$ cat src/rtl/trap_ctrl_unit.sv
// trap_ctrl_unit: latches edge-triggered sources, masks with mie, arbitrates (index 0 wins) and
// sequences ENTER -> HANDLER -> EXIT, redirecting the PC to a vectored handler and back to mepc.
// Redirect and IF/ID, ID/EX clears are held FLUSH_CYCLES on entry and on exit; no trap nesting.
module trap_ctrl_unit #(
  parameter int unsigned NUM_SRC      = 8,
  parameter int unsigned VEC_STRIDE   = 8,
  parameter int unsigned FLUSH_CYCLES = 3,
  parameter logic [31:0] MTVEC_RST    = 32'hF000
) (
  input  logic               clk,
  input  logic               rstn,
  input  logic [NUM_SRC-1:0] irq_src,
  input  logic [31:0]        if_pc,
  input  logic [31:0]        id_pc,
  input  logic               csr_wen,
  input  logic [11:0]        csr_wadd,
  input  logic [31:0]        csr_din,
  input  logic [11:0]        csr_radd,
  output logic [31:0]        csr_dout,
  output logic               pc_wen,
  output logic               npc_mux_sel,
  output logic [31:0]        pc_dout,
  output logic               if_id_clear,
  output logic               id_ex_clear,
  output logic               trap_active
);

  localparam int unsigned IDX_W = (NUM_SRC > 1) ? $clog2(NUM_SRC) : 1;
  localparam int unsigned CNT_W = (FLUSH_CYCLES > 1) ? $clog2(FLUSH_CYCLES) : 1;
  localparam logic [CNT_W-1:0] CNT_INIT = CNT_W'(FLUSH_CYCLES - 1);

  localparam logic [11:0] ADDR_MIE    = 12'h304;
  localparam logic [11:0] ADDR_MIP    = 12'h344;
  localparam logic [11:0] ADDR_MCAUSE = 12'h342;
  localparam logic [11:0] ADDR_MEPC   = 12'h341;
  localparam logic [11:0] ADDR_MTVEC  = 12'h305;
  localparam logic [11:0] ADDR_MIPD   = 12'h100;

  typedef enum logic [1:0] {IDLE, ENTER, HANDLER, EXIT} state_t;

  state_t             state_q;
  logic [CNT_W-1:0]   cnt_q;
  logic [IDX_W-1:0]   idx_q;
  logic               redirect_q;
  logic               active_q;
  logic [NUM_SRC-1:0] pending_q, pending_d;
  logic [NUM_SRC-1:0] prev_q;
  logic [NUM_SRC-1:0] mie_q;
  logic [31:0]        mcause_q;
  logic [31:0]        mepc_q;
  logic [31:0]        mtvec_q;

  logic [NUM_SRC-1:0] req;
  logic               any_req;
  logic [IDX_W-1:0]   win_idx;
  logic               take_trap;
  logic               wr_mie, wr_mip, wr_mcause, wr_mepc, wr_mtvec, mipd_done;

  // The return address comes from the ID stage, so the IF-stage PC is not needed here.
  logic unused_if_pc;
  assign unused_if_pc = ^if_pc;

  assign req       = pending_q & mie_q;
  assign any_req   = |req;
  assign take_trap = (state_q == IDLE) && any_req;

  assign wr_mie    = csr_wen && (csr_wadd == ADDR_MIE);
  assign wr_mip    = csr_wen && (csr_wadd == ADDR_MIP);
  assign wr_mcause = csr_wen && (csr_wadd == ADDR_MCAUSE);
  assign wr_mepc   = csr_wen && (csr_wadd == ADDR_MEPC);
  assign wr_mtvec  = csr_wen && (csr_wadd == ADDR_MTVEC);
  assign mipd_done = csr_wen && (csr_wadd == ADDR_MIPD) && csr_din[0];

  // Priority pick: scanning downward leaves the lowest set index as the winner.
  always_comb begin
    win_idx = '0;
    for (int i = NUM_SRC - 1; i >= 0; i--) begin
      if (req[i]) win_idx = IDX_W'(i);
    end
  end

  // Pending next-state: software clear and arbitration clear first, then new edges win.
  always_comb begin
    pending_d = pending_q;
    if (wr_mip)    pending_d = pending_d & ~csr_din[NUM_SRC-1:0];
    if (take_trap) pending_d = pending_d & ~(NUM_SRC'(1) << win_idx);
    pending_d = pending_d | (irq_src & ~prev_q);
  end

  // CSR storage, edge history and trap-entry capture of mcause/mepc (entry beats software writes).
  always_ff @(posedge clk or negedge rstn) begin
    if (!rstn) begin
      prev_q    <= '0;
      pending_q <= '0;
      mie_q     <= '0;
      mcause_q  <= '0;
      mepc_q    <= '0;
      mtvec_q   <= MTVEC_RST;
    end else begin
      prev_q    <= irq_src;
      pending_q <= pending_d;
      if (wr_mie)   mie_q   <= csr_din[NUM_SRC-1:0];
      if (wr_mtvec) mtvec_q <= csr_din;
      if (take_trap) begin
        mcause_q <= 32'(win_idx);
        mepc_q   <= id_pc;
      end else begin
        if (wr_mcause) mcause_q <= csr_din;
        if (wr_mepc)   mepc_q   <= csr_din;
      end
    end
  end

  // Trap sequencer with registered redirect/active flags.
  always_ff @(posedge clk or negedge rstn) begin
    if (!rstn) begin
      state_q    <= IDLE;
      cnt_q      <= '0;
      idx_q      <= '0;
      redirect_q <= 1'b0;
      active_q   <= 1'b0;
    end else begin
      case (state_q)
        IDLE: begin
          if (any_req) begin
            idx_q      <= win_idx;
            cnt_q      <= CNT_INIT;
            redirect_q <= 1'b1;
            active_q   <= 1'b1;
            state_q    <= ENTER;
          end
        end
        ENTER: begin
          if (cnt_q == '0) begin
            redirect_q <= 1'b0;
            state_q    <= HANDLER;
          end else begin
            cnt_q <= cnt_q - CNT_W'(1);
          end
        end
        HANDLER: begin
          if (mipd_done) begin
            cnt_q      <= CNT_INIT;
            redirect_q <= 1'b1;
            state_q    <= EXIT;
          end
        end
        EXIT: begin
          if (cnt_q == '0) begin
            redirect_q <= 1'b0;
            active_q   <= 1'b0;
            state_q    <= IDLE;
          end else begin
            cnt_q <= cnt_q - CNT_W'(1);
          end
        end
        default: begin
          redirect_q <= 1'b0;
          active_q   <= 1'b0;
          state_q    <= IDLE;
        end
      endcase
    end
  end

  assign pc_wen      = redirect_q;
  assign npc_mux_sel = redirect_q;
  assign if_id_clear = redirect_q;
  assign id_ex_clear = redirect_q;
  assign trap_active = active_q;

  // Redirect target tracks live mtvec/mepc so software updates show up on the next cycle.
  always_comb begin
    pc_dout = '0;
    if (redirect_q) begin
      if (state_q == ENTER) pc_dout = mtvec_q + 32'(idx_q) * 32'(VEC_STRIDE);
      else                  pc_dout = mepc_q;
    end
  end

  // CSR read mux; unmapped addresses and mipd read as zero.
  always_comb begin
    csr_dout = '0;
    case (csr_radd)
      ADDR_MIE:    csr_dout = 32'(mie_q);
      ADDR_MIP:    csr_dout = 32'(pending_q);
      ADDR_MCAUSE: csr_dout = mcause_q;
      ADDR_MEPC:   csr_dout = mepc_q;
      ADDR_MTVEC:  csr_dout = mtvec_q;
      default:     csr_dout = '0;
    endcase
  end

endmodule
$ cat config.mk
export PLATFORM = sky130hd
export DESIGN_NAME = trap_ctrl_unit
export DESIGN_NICKNAME = d
export VERILOG_FILES = /design/src/rtl/trap_ctrl_unit.sv
export SDC_FILE = /design/constraint.sdc
export NUM_CORES = 1
export LEC_CHECK = 0
export CORE_ASPECT_RATIO = 0.9
export CORE_MARGIN = 5
export CORE_UTILIZATION = 44
export DETAILED_ROUTE_END_ITERATION = 8
export PLACE_DENSITY = 0.77
export REMOVE_ABC_BUFFERS = 1
export SETUP_SLACK_MARGIN = 0.05
export SLEW_MARGIN = 25
export SYNTH_ARGS = -nofsm -noshare
export SYNTH_HDL_FRONTEND = slang
export SYNTH_SLANG_ARGS = --single-unit
$ cat constraint.sdc
create_clock -name clk -period 3.6 [get_ports clk]
set_clock_uncertainty 0.1 [all_clocks]
set_input_delay 1.08 -clock clk [delete_from_list [all_inputs] [get_ports clk]]
set_output_delay 1.08 -clock clk [all_outputs]
set_load 0.03 [all_outputs]
# Yosys cells after proc, flatten, opt, wreduce, memory -nomap -nowiden
# Index checks and enable logic that the tools add are counted.
word_totals:
  elab_cells: 93
  reg_bits: 129
  output_inout_bits: 69
  inputBits: 131
op_classes:
  shift: 1
  muxes: 31
  add_sub_neg: 2
  eq_ne: 20
  n_bitwise: 8
  reduce_logical: 20
ops:
  columns: ["cell", "count"]
  rows:
  - ["two-way mux 32 bit", 6]
  - ["one-hot mux 32 bit (5 select lines)", 1]
  - ["== test 12 x 10 -> 1 bit (second input constant)", 10]
  - ["adder 32 x 6 -> 32 bit", 1]
  - ["AND 8 bit", 4]
  - ["two-way mux 3 bit", 8]
  - ["inverter 8 bit", 3]
  - ["two-way mux 8 bit", 2]
  - ["two-way mux 2 bit", 7]
  - ["== test 12 x 9 -> 1 bit (second input constant)", 1]
  - ["!= test 2 bit (second input constant)", 5]
  - ["AND reduction 3 bit", 3]
  - ["logical AND 1 bit", 8]
  - ["OR 8 bit", 1]
  - ["one-hot mux 2 bit (4 select lines)", 1]
  - ["OR reduction 8 bit", 1]
  - ["left shift 1 x 3 -> 8 bit (first input constant)", 1]
  - ["one-hot mux 2 bit (3 select lines)", 1]
  - ["nonzero test 2 bit", 3]
  - ["== test 2 bit (second input constant)", 2]
  - ["zero test 2 bit", 2]
  - ["AND reduction 4 bit", 1]
  - ["two-way mux 1 bit", 3]
  - ["one-hot mux 1 bit (3 select lines)", 1]
  - ["other kinds (6)", 6]

# Depth between registers and ports, before layout
# Gate-level depths: netlist (run 1).
logic_depth:
  depth_word: 14
  mapped_depth: 8
  mapped_depth_nobuf: 7

# Worst setup path after synthesis (run 1)
# Ideal clock, no wire load.
synth_path:
  path_type: "input to output"
  start: "input port csr_radd[5]"
  end: "output port csr_dout[0]"
  slack_ps: -278
  arrival_ps: 2698
  t_required_ps: 2420
  path_stages: 5
  n_path_buf: 1
  path_cell_list: "nor4bb_1 -> nand3_1 -> or3_1 -> clkbuf_1 -> o21ai_0"
synth_via:
  elab_chain_cells: 2
  word_cells_on_any_way: 6
  cone_classes: "5 x eq/ne; 1 x mux"
synth_rtl:
  columns: ["element", "line", "text"]
  rows:
  - ["start: declaration", "18", "input logic [11:0] csr_radd,"]
  - ["== test 12 x 10 -> 1 bit", "184", "case (csr_radd)"]
  - ["one-hot mux 32 bit (5 select lines) *", "184", null]
  - ["end: declaration", "19", "output logic [31:0] csr_dout,"]
# Every way passes the cells marked *; elsewhere a longest branch is shown, timed or not.

# Final worst setup path (run 1)
layout_path:
  start: "input port csr_radd[11]"
  end: "output port csr_dout[6]"
# Same word-level chain as after synthesis.

==> key figures, run 1 <==
STA
  – Actual slew at the worst max-slew pin: 0.699 ns
  – Final setup violation count: 48
  – Min Hold Slack: about 0.41 ns
  – Fin crit share: 108%
  – Worst rel slew slack: 53.4%
  – Max Slew Vio Count: 0
  – Min Clock Period, post-route: 3.88 ns
  – Endpoints failing hold: 0
  – Final WS setup: -0.280 ns
  – Peak Freq: between 200 and 300 MHz
  – RSZ-0062 raised after global routing: yes

Global route
  – First-pass GRT wire length: 38000 um
  – Vias in the first global route: 7071
  – GRT Resource Usage Total: 24.2%
  – Gr ovfl total: 0
  – Largest net degree at the start of global routing: between 50 and 60
  – Initial antenna violation count: 0

Synth
  – EDFF count, synth: 0
  – Post-synthesis adder-cell area fraction: 1.82%
  – Synth Area in Simple Gates: 15.2%
  – Yosys top cell by area: dfrtp_1
  – Register area share after synthesis: 44.4%
  – Multiplexer share of the synthesized area: 12.8%
  – Count leader, synth: nand2_1
  – Yosys reg bits: 129
  – Yosys cell types: 56
  – Post-Syn Area per Cell: 9.48 um2
  – Post-Synth XOR/XNOR Area: between 3 and 4%
  – Synth Flop Type: dfrtp_1
  – Main combinational cell family by area after synthesis: compound AO/OA/AOI/OAI gates
  – Mapped Area: 7280 um2
  – Synth Area in Compound Gates: 16.9%
  – Synth top area cells: dfrtp_1 (43%), nand2_1 (7.0%), mux2i_1 (6.5%), mux2_1 (6.2%), a21oi_1 (4.1%)
  – Synth Warn #: 0
  – FFs w/ async S/R, synth: 100%
  – Top cell type's share of synthesized area: ~43%
  – Synth Instances: 768
  – Synth top cells by count: nand2_1 (135), dfrtp_1 (125), a21oi_1 (60)

CTS
  – Clock tree from TritonCTS: done
  – Clock-pin transition on the worst setup and hold timing paths: 0.05 ns
  – Clk buf depth: 2
  – # clock sinks: 129
  – Hold_buf cts: 0
  – TritonCTS Buffers: 17
  – H-tree depth: 4
  – Clock Tree Root: clkbuf_16
  – Worst-Skew Late Latency: 0.42 ns

Die
  – Num ports: 200
  – CORE AREA: 16200 um2
  – Die width: 146 um
  – Area of the die: 19200 um2
  – Initial Util: 45.0%
  – Die height: 132 um
  – Rows: 44

Pwr
  – Max IR drop VDD: 0.000394 V
  – PwrDens: 491 nW/um2
  – Power Total: 5.37 mW
  – Pleak: about 4.8 nW

Place
  – Placed cell count: 1128
  – Input/output buffers: approximately 170
  – DP HPWL: between 15000 and 20000 um
  – GPL Wtd Cong: ~0.87

Worst hold path
  – Worst hold path type: flip-flop to flip-flop
  – Hold Path Depth: 1

Setup path
  – Crit path capture type: output pin
  – CP most frequent cell: buf_6
  – Reg-to-reg critical path startpoint: pending_q[6]
  – Largest fanout on the critical path: 8
  – Reg2reg end: mepc_q[15]
  – Worst EP arrival: between 2 and 3 ns
  – WP data required: approximately 2.4 ns
  – CP max stage delay: 0.47 ns
  – Worst reg2reg path depth: 5
  – Critical Path Source: csr_radd[11]
  – CP startpoint kind: input port
  – CP max-delay cell: or3_4
  – Stages on the worst setup path: 8
  – Crit-path cells: buf_6 > nor4_4 > nand3_2 > buf_6 > or3_4 > o221ai_2 > buf_4 > buf_12
  – Critical setup path kind: input port to output pin
  – Worst setup endpoint: csr_dout[6]
  – Critical path's top delay family: simple AND/OR/NAND/NOR gates
  – Worst Path Buf+Inv: 4
  – Register-to-register setup slack: 1.18 ns

Outcome
  – Failing checks: setup timing
  – Outcome: finished, violations left

Cells and area
  – Fraction of layout cells with a size suffix above 1: about a quarter
  – Sequential standard cell area: 3230 um2
  – Final Net Count: 1118
  – Fillcell total: 1254
  – Final core utilization: approximately two thirds
  – Fin cells: 1197
  – Synth-to-Final Area Change: 50.1%
  – Final antenna diode count: 0
  – Area of the multi-input gates: approximately 4100 um2

Route
  – Mean number of vias per cell: approximately 5.9
  – First DRT Iteration DRCs: 636
  – Metal2 WL: between 10000 and 15000 um
  – Metal3 WL: around 2100 um
  – Top Layer Used: met4
  – WL/cell: roughly 21 um
  – DRC errors left: 0
  – DR pass1 iterations: 5
  – Via count: 7095
  – Final WL: 24900 um
  – Met1 WL: 10500 um
  – DRT antenna net count: 0

Flow run
  – # Max-Cap Violations: 0
## where the power goes
part / internal [mW] / switching, mW / total [mW]
clock network: 1.10 / 0.641 / 1.75
logic: 0.775 / 1.11 / 1.88
registers: 1.61 / 0.130 / 1.74
total: 3.49 / 1.88 / 5.37
## timing repair
item	in CTS	in global routing
setup endpoints to repair	57	57
resized for setup	118	46
gates cloned	3	6
pin swaps	58	41
buffers inserted	16	15
## stage by stage
| step | setup WS [ns] | setup TNS [ns] | cell area (um2) |
|---|---|---|---|
| final | -0.280 | -8.03 | 10900 |
| after global placement | -0.639 | -18.03 | 9360 |
| after global routing | -0.343 | -11.23 | 10900 |
| after floorplan | -1.51 | -54.56 | 7010 |
| after CTS | -0.231 | -3.91 | 10500 |
| after detailed placement | -0.623 | -17.31 | 9360 |
## metal layers
| metal | vias up | global-route usage [%] |
|---|---|---|
| li1 | 3170 | - |
| met1 | 3504 | 32.5 |
| met2 | 367 | 38.3 |
| met3 | 54 | 5.64 |
| met4 | 0 | 9.27 |
| met5 | - | 0 |
## logic make-up (layout without fill, tap and decap cells)
group,Yosys count,in the layout
compound gates,191,191
xor+xnor,27,27
fa+ha+maj,10,10
buf+inv,91,313
flops,129,129
mux,88,88
simple gates,232,232
## registers in the layout (all words and copies together) (netlist names)
name,flops
pending_q,8
mcause_q,32
mie_q,8
mtvec_q,32
cnt_q,2
prev_q,8
trap_active,1
idx_q,3
id_ex_clear,1
state_q,2
mepc_q,32
## worst min-delay path by stage
stage	startpoint	endpoint	slack, ns
floorplan	idx_q[0]	idx_q[0]	0.37
global placement	idx_q[0]	idx_q[0]	0.39
detailed placement	idx_q[0]	idx_q[0]	0.40
CTS	mtvec_q[2]	mtvec_q[2]	0.41
global route	mcause_q[16]	mcause_q[16]	0.44
finish	mtvec_q[2]	mtvec_q[2]	0.41
## cells in the final DEF, fill, tap and decap left out, drive strengths merged, types with 30 or more instances in the layout
| master | synthesis | final |
|---|---|---|
| buf | 25 | 142 |
| nand2 | 135 | 135 |
| dfrtp | 125 | 125 |
| clkdlybuf4s50 | 0 | 93 |
| o21ai | 62 | 62 |
| a21oi | 60 | 60 |
| mux2i | 47 | 47 |
| mux2 | 41 | 41 |
| inv | 38 | 38 |
| nor2 | 30 | 30 |
| clkbuf | 28 | 30 |
## final cells by class
cell class / count / share of cell area (%)
clock inverters: 7 / 1.03
well taps: 207 / 2.37
inverters: 38 / 1.30
multi-input cells: 548 / 37.1
flip-flops and latches: 129 / 29.6
repair buffers: 243 / 24.4
clock buffers: 25 / 4.26
(Power assumes the default switching activity.)
==> run 2, diff against run 1 <==
--- a/config.mk
+++ b/config.mk
@@ -7,12 +7,13 @@
 export LEC_CHECK = 0
 export CORE_ASPECT_RATIO = 0.9
 export CORE_MARGIN = 5
-export CORE_UTILIZATION = 44
+export CORE_UTILIZATION = 47
 export DETAILED_ROUTE_END_ITERATION = 8
-export PLACE_DENSITY = 0.77
+export PLACE_DENSITY = 0.78
 export REMOVE_ABC_BUFFERS = 1
 export SETUP_SLACK_MARGIN = 0.05
 export SLEW_MARGIN = 25
 export SYNTH_ARGS = -nofsm -noshare
 export SYNTH_HDL_FRONTEND = slang
 export SYNTH_SLANG_ARGS = --single-unit
+export TNS_END_PERCENT = 30
==> constraint.sdc (replaced) <==
create_clock -name clk -period 3.9 [get_ports clk]
set_clock_uncertainty 0.1 [all_clocks]
set_input_delay 0.39 -clock clk [delete_from_list [all_inputs] [get_ports clk]]
set_output_delay 0.39 -clock clk [all_outputs]
set_load 0.03 [all_outputs]
==> run 2 against run 1 <==
Against the previous run: clock power barely moved; routed wire length down 13%; worst hold slack worse by 0.075 ns; setup slack better by 0.48 ns; critical path depth shrank 2; the run now ends clean; first-iteration DRC count shrank 4.2%; register-to-register slack better by 0.47 ns; largest cell class unchanged; cell count is 5.1% lower; critical path type is now flip-flop to output pin; global-route usage up 0.40 points; via count fell by 7.8%; sequential power decreased by 9%.
==> key figures, run 2 (synthesis gave the netlist of run 1 again) <==
Outcome
  – Outcome: finished, final reports clean

CTS
  – TritonCTS Buffers: 17
  – Clock Tree Root: clkbuf_16
  – # clock sinks: 129
  – Clk buf depth: 2
  – Clock tree from TritonCTS: done
  – H-tree depth: 4
  – Clock-pin transition on the worst setup and hold timing paths: roughly 0.06 ns
  – Worst-Skew Late Latency: 0.42 ns

Setup path
  – WP data required: 3.41 ns
  – CP max stage delay: 0.70 ns
  – CP most frequent cell: nand4_1
  – CP startpoint kind: flip-flop
  – Reg-to-reg critical path startpoint: state_q[0]
  – Crit path capture type: output pin
  – Reg2reg end: mepc_q[23]
  – Critical setup path kind: flip-flop to output pin
  – CP max-delay cell: clkdlybuf4s50_1
  – Worst reg2reg path depth: 6
  – Worst EP arrival: 3.21 ns
  – Crit-path cells: nand4_1 > nor4_4 > nand4_1 > xor2_1 > a21oi_1 > clkdlybuf4s50_1
  – Largest fanout on the critical path: 6
  – Register-to-register setup slack: 1.65 ns

Cells and area
  – Synth-to-Final Area Change: 34.6%
  – Final antenna diode count: 0
  – Post-route cell area: 9800 um2
  – Fin cells: 1136
  – Final Net Count: 1062
  – Commonest non-fill, non-tap cell in the layout: clkdlybuf4s50_1
  – Top flop regs: mcause_q (32), mepc_q (32), mtvec_q (32)
  – Fillcell total: roughly 1300
  – Fraction of layout cells with a size suffix above 1: 10.5%
  – Most frequent cells in the layout: clkdlybuf4s50_1 (140), nand2_1 (135), dfrtp_1 (125)

Global route
  – Gr ovfl total: 0
  – Vias in the first global route: 6695
  – Initial antenna violation count: 0
  – Largest net degree at the start of global routing: 73
  – GRT Resource Usage Total: approximately a quarter
  – First-pass GRT wire length: 35300 um

Place
  – GPL Wtd Cong: 0.842
  – Setup Slack @ Placement: 0.295 ns
  – Placed cell count: 1103
  – DP HPWL: 14700 um
  – Input/output buffers: 167
  – Area after DPL: 9100 um2

Die
  – Num ports: 200
  – Initial Util: 47.5%
  – Rows: between 40 and 50
  – Area of the die: between 15000 and 20000 um2
  – Die height: 128 um
  – Die width: approximately 140 um
  – CORE AREA: 15300 um2

STA
  – Final WS setup: just over 0.2 ns
  – TNS Setup: 0 ns
  – Worst rel slew slack: a little under half
  – Final setup violation count: 0
  – Max Slew Vio Count: 0
  – Min Hold Slack: 0.337 ns
  – Actual slew at the worst max-slew pin: around 0.79 ns
  – Endpoints failing hold: 0
  – Peak Freq: 271 MHz
  – RSZ-0062 raised after global routing: yes
  – Fin crit share: 94.8%
  – Min Clock Period, post-route: 3.70 ns

Pwr
  – Max IR drop VDD: 0.000332 V
  – PwrDens: 504 nW/um2
  – Pleak: 4.29 nW

Worst hold path
  – Hold path start: irq_src[4]
  – Hold Path Depth: 1
  – Worst hold path type: input port to flip-flop
  – Hold Path End: prev_q[4]

Route
  – First DRT Iteration DRCs: approximately 600
  – DR pass1 iterations: 8
  – DRT antenna net count: 0
  – Mean number of vias per cell: 5.76
  – WL/cell: between 15 and 20 um
  – Final WL: around 22000 um
  – DRC errors left: 0
  – Via count: 6545

Flow run
  – # Max-Cap Violations: 0
==> run 2: layout make-up <==
class                   count  area (um2)  area share [%]
multi-input cells         548        3700            37.7
flip-flops and latches    129        3230            33.0
repair buffers            187        1820            18.6
clock buffers              18         439            4.48
well taps                 202         253            2.58
clock inverters            14         213            2.17
inverters                  38         143            1.46
==> run 2: worst max-delay path by stage <==
stage,from,to,slack (ns),cells after the start
4_1_cts,mtvec_q[12],pc_dout[21],0.08,6
3_3_place_gp,mtvec_q[3],pc_dout[31],0.40,8
6_report,mtvec_q[12],pc_dout[21],0.20,6
2_1_floorplan,csr_radd[5],csr_dout[10],0.17,5
5_1_grt,mtvec_q[12],pc_dout[21],0.02,6
3_5_place_dp,mtvec_q[3],pc_dout[31],0.29,8
==> run 2: timing repair <==
action	in CTS	in global routing
pin swaps	0	1
endpoints found under the hold margin	0	67
buffers inserted	0	0
cloned	0	0
endpoints found under the setup margin	5	9
hold buffers	0	1
resized for setup	1	4
==> run 2: where the power goes <==
part	switching [mW]	internal, mW
Combinational	0.931	0.655
Clock	0.616	1.15
Sequential	0.108	1.48
==> run 2: through the flow <==
stage / utilization (%) / total power, mW
floorplan: - / 2.49
global placement: 59.3 / 3.17
detailed placement: 59.3 / 3.19
CTS: 63.6 / 4.96
global route: 63.9 / 5.18
finish: 63.9 / 4.94
==> run 2: critical path: cells and delay by family, from the launching register on <==
kind                      cells  cell delay (ns)
AOI/OAI and AO/OA             1             0.20
DFF                           1             0.58
buffers and inverters         1             0.70
xor gates and xnor gates      1             0.16
and+or+nand+nor               3             1.13
==> run 2: metal layers <==
layer	GRT usage [%]	part of all wire, %	up-vias
met5	0	0	-
met1	33.8	44	3179
met3	6.45	8.1	34
li1	-	-	3061
met4	8.15	1.7	0
met2	38.2	46	271
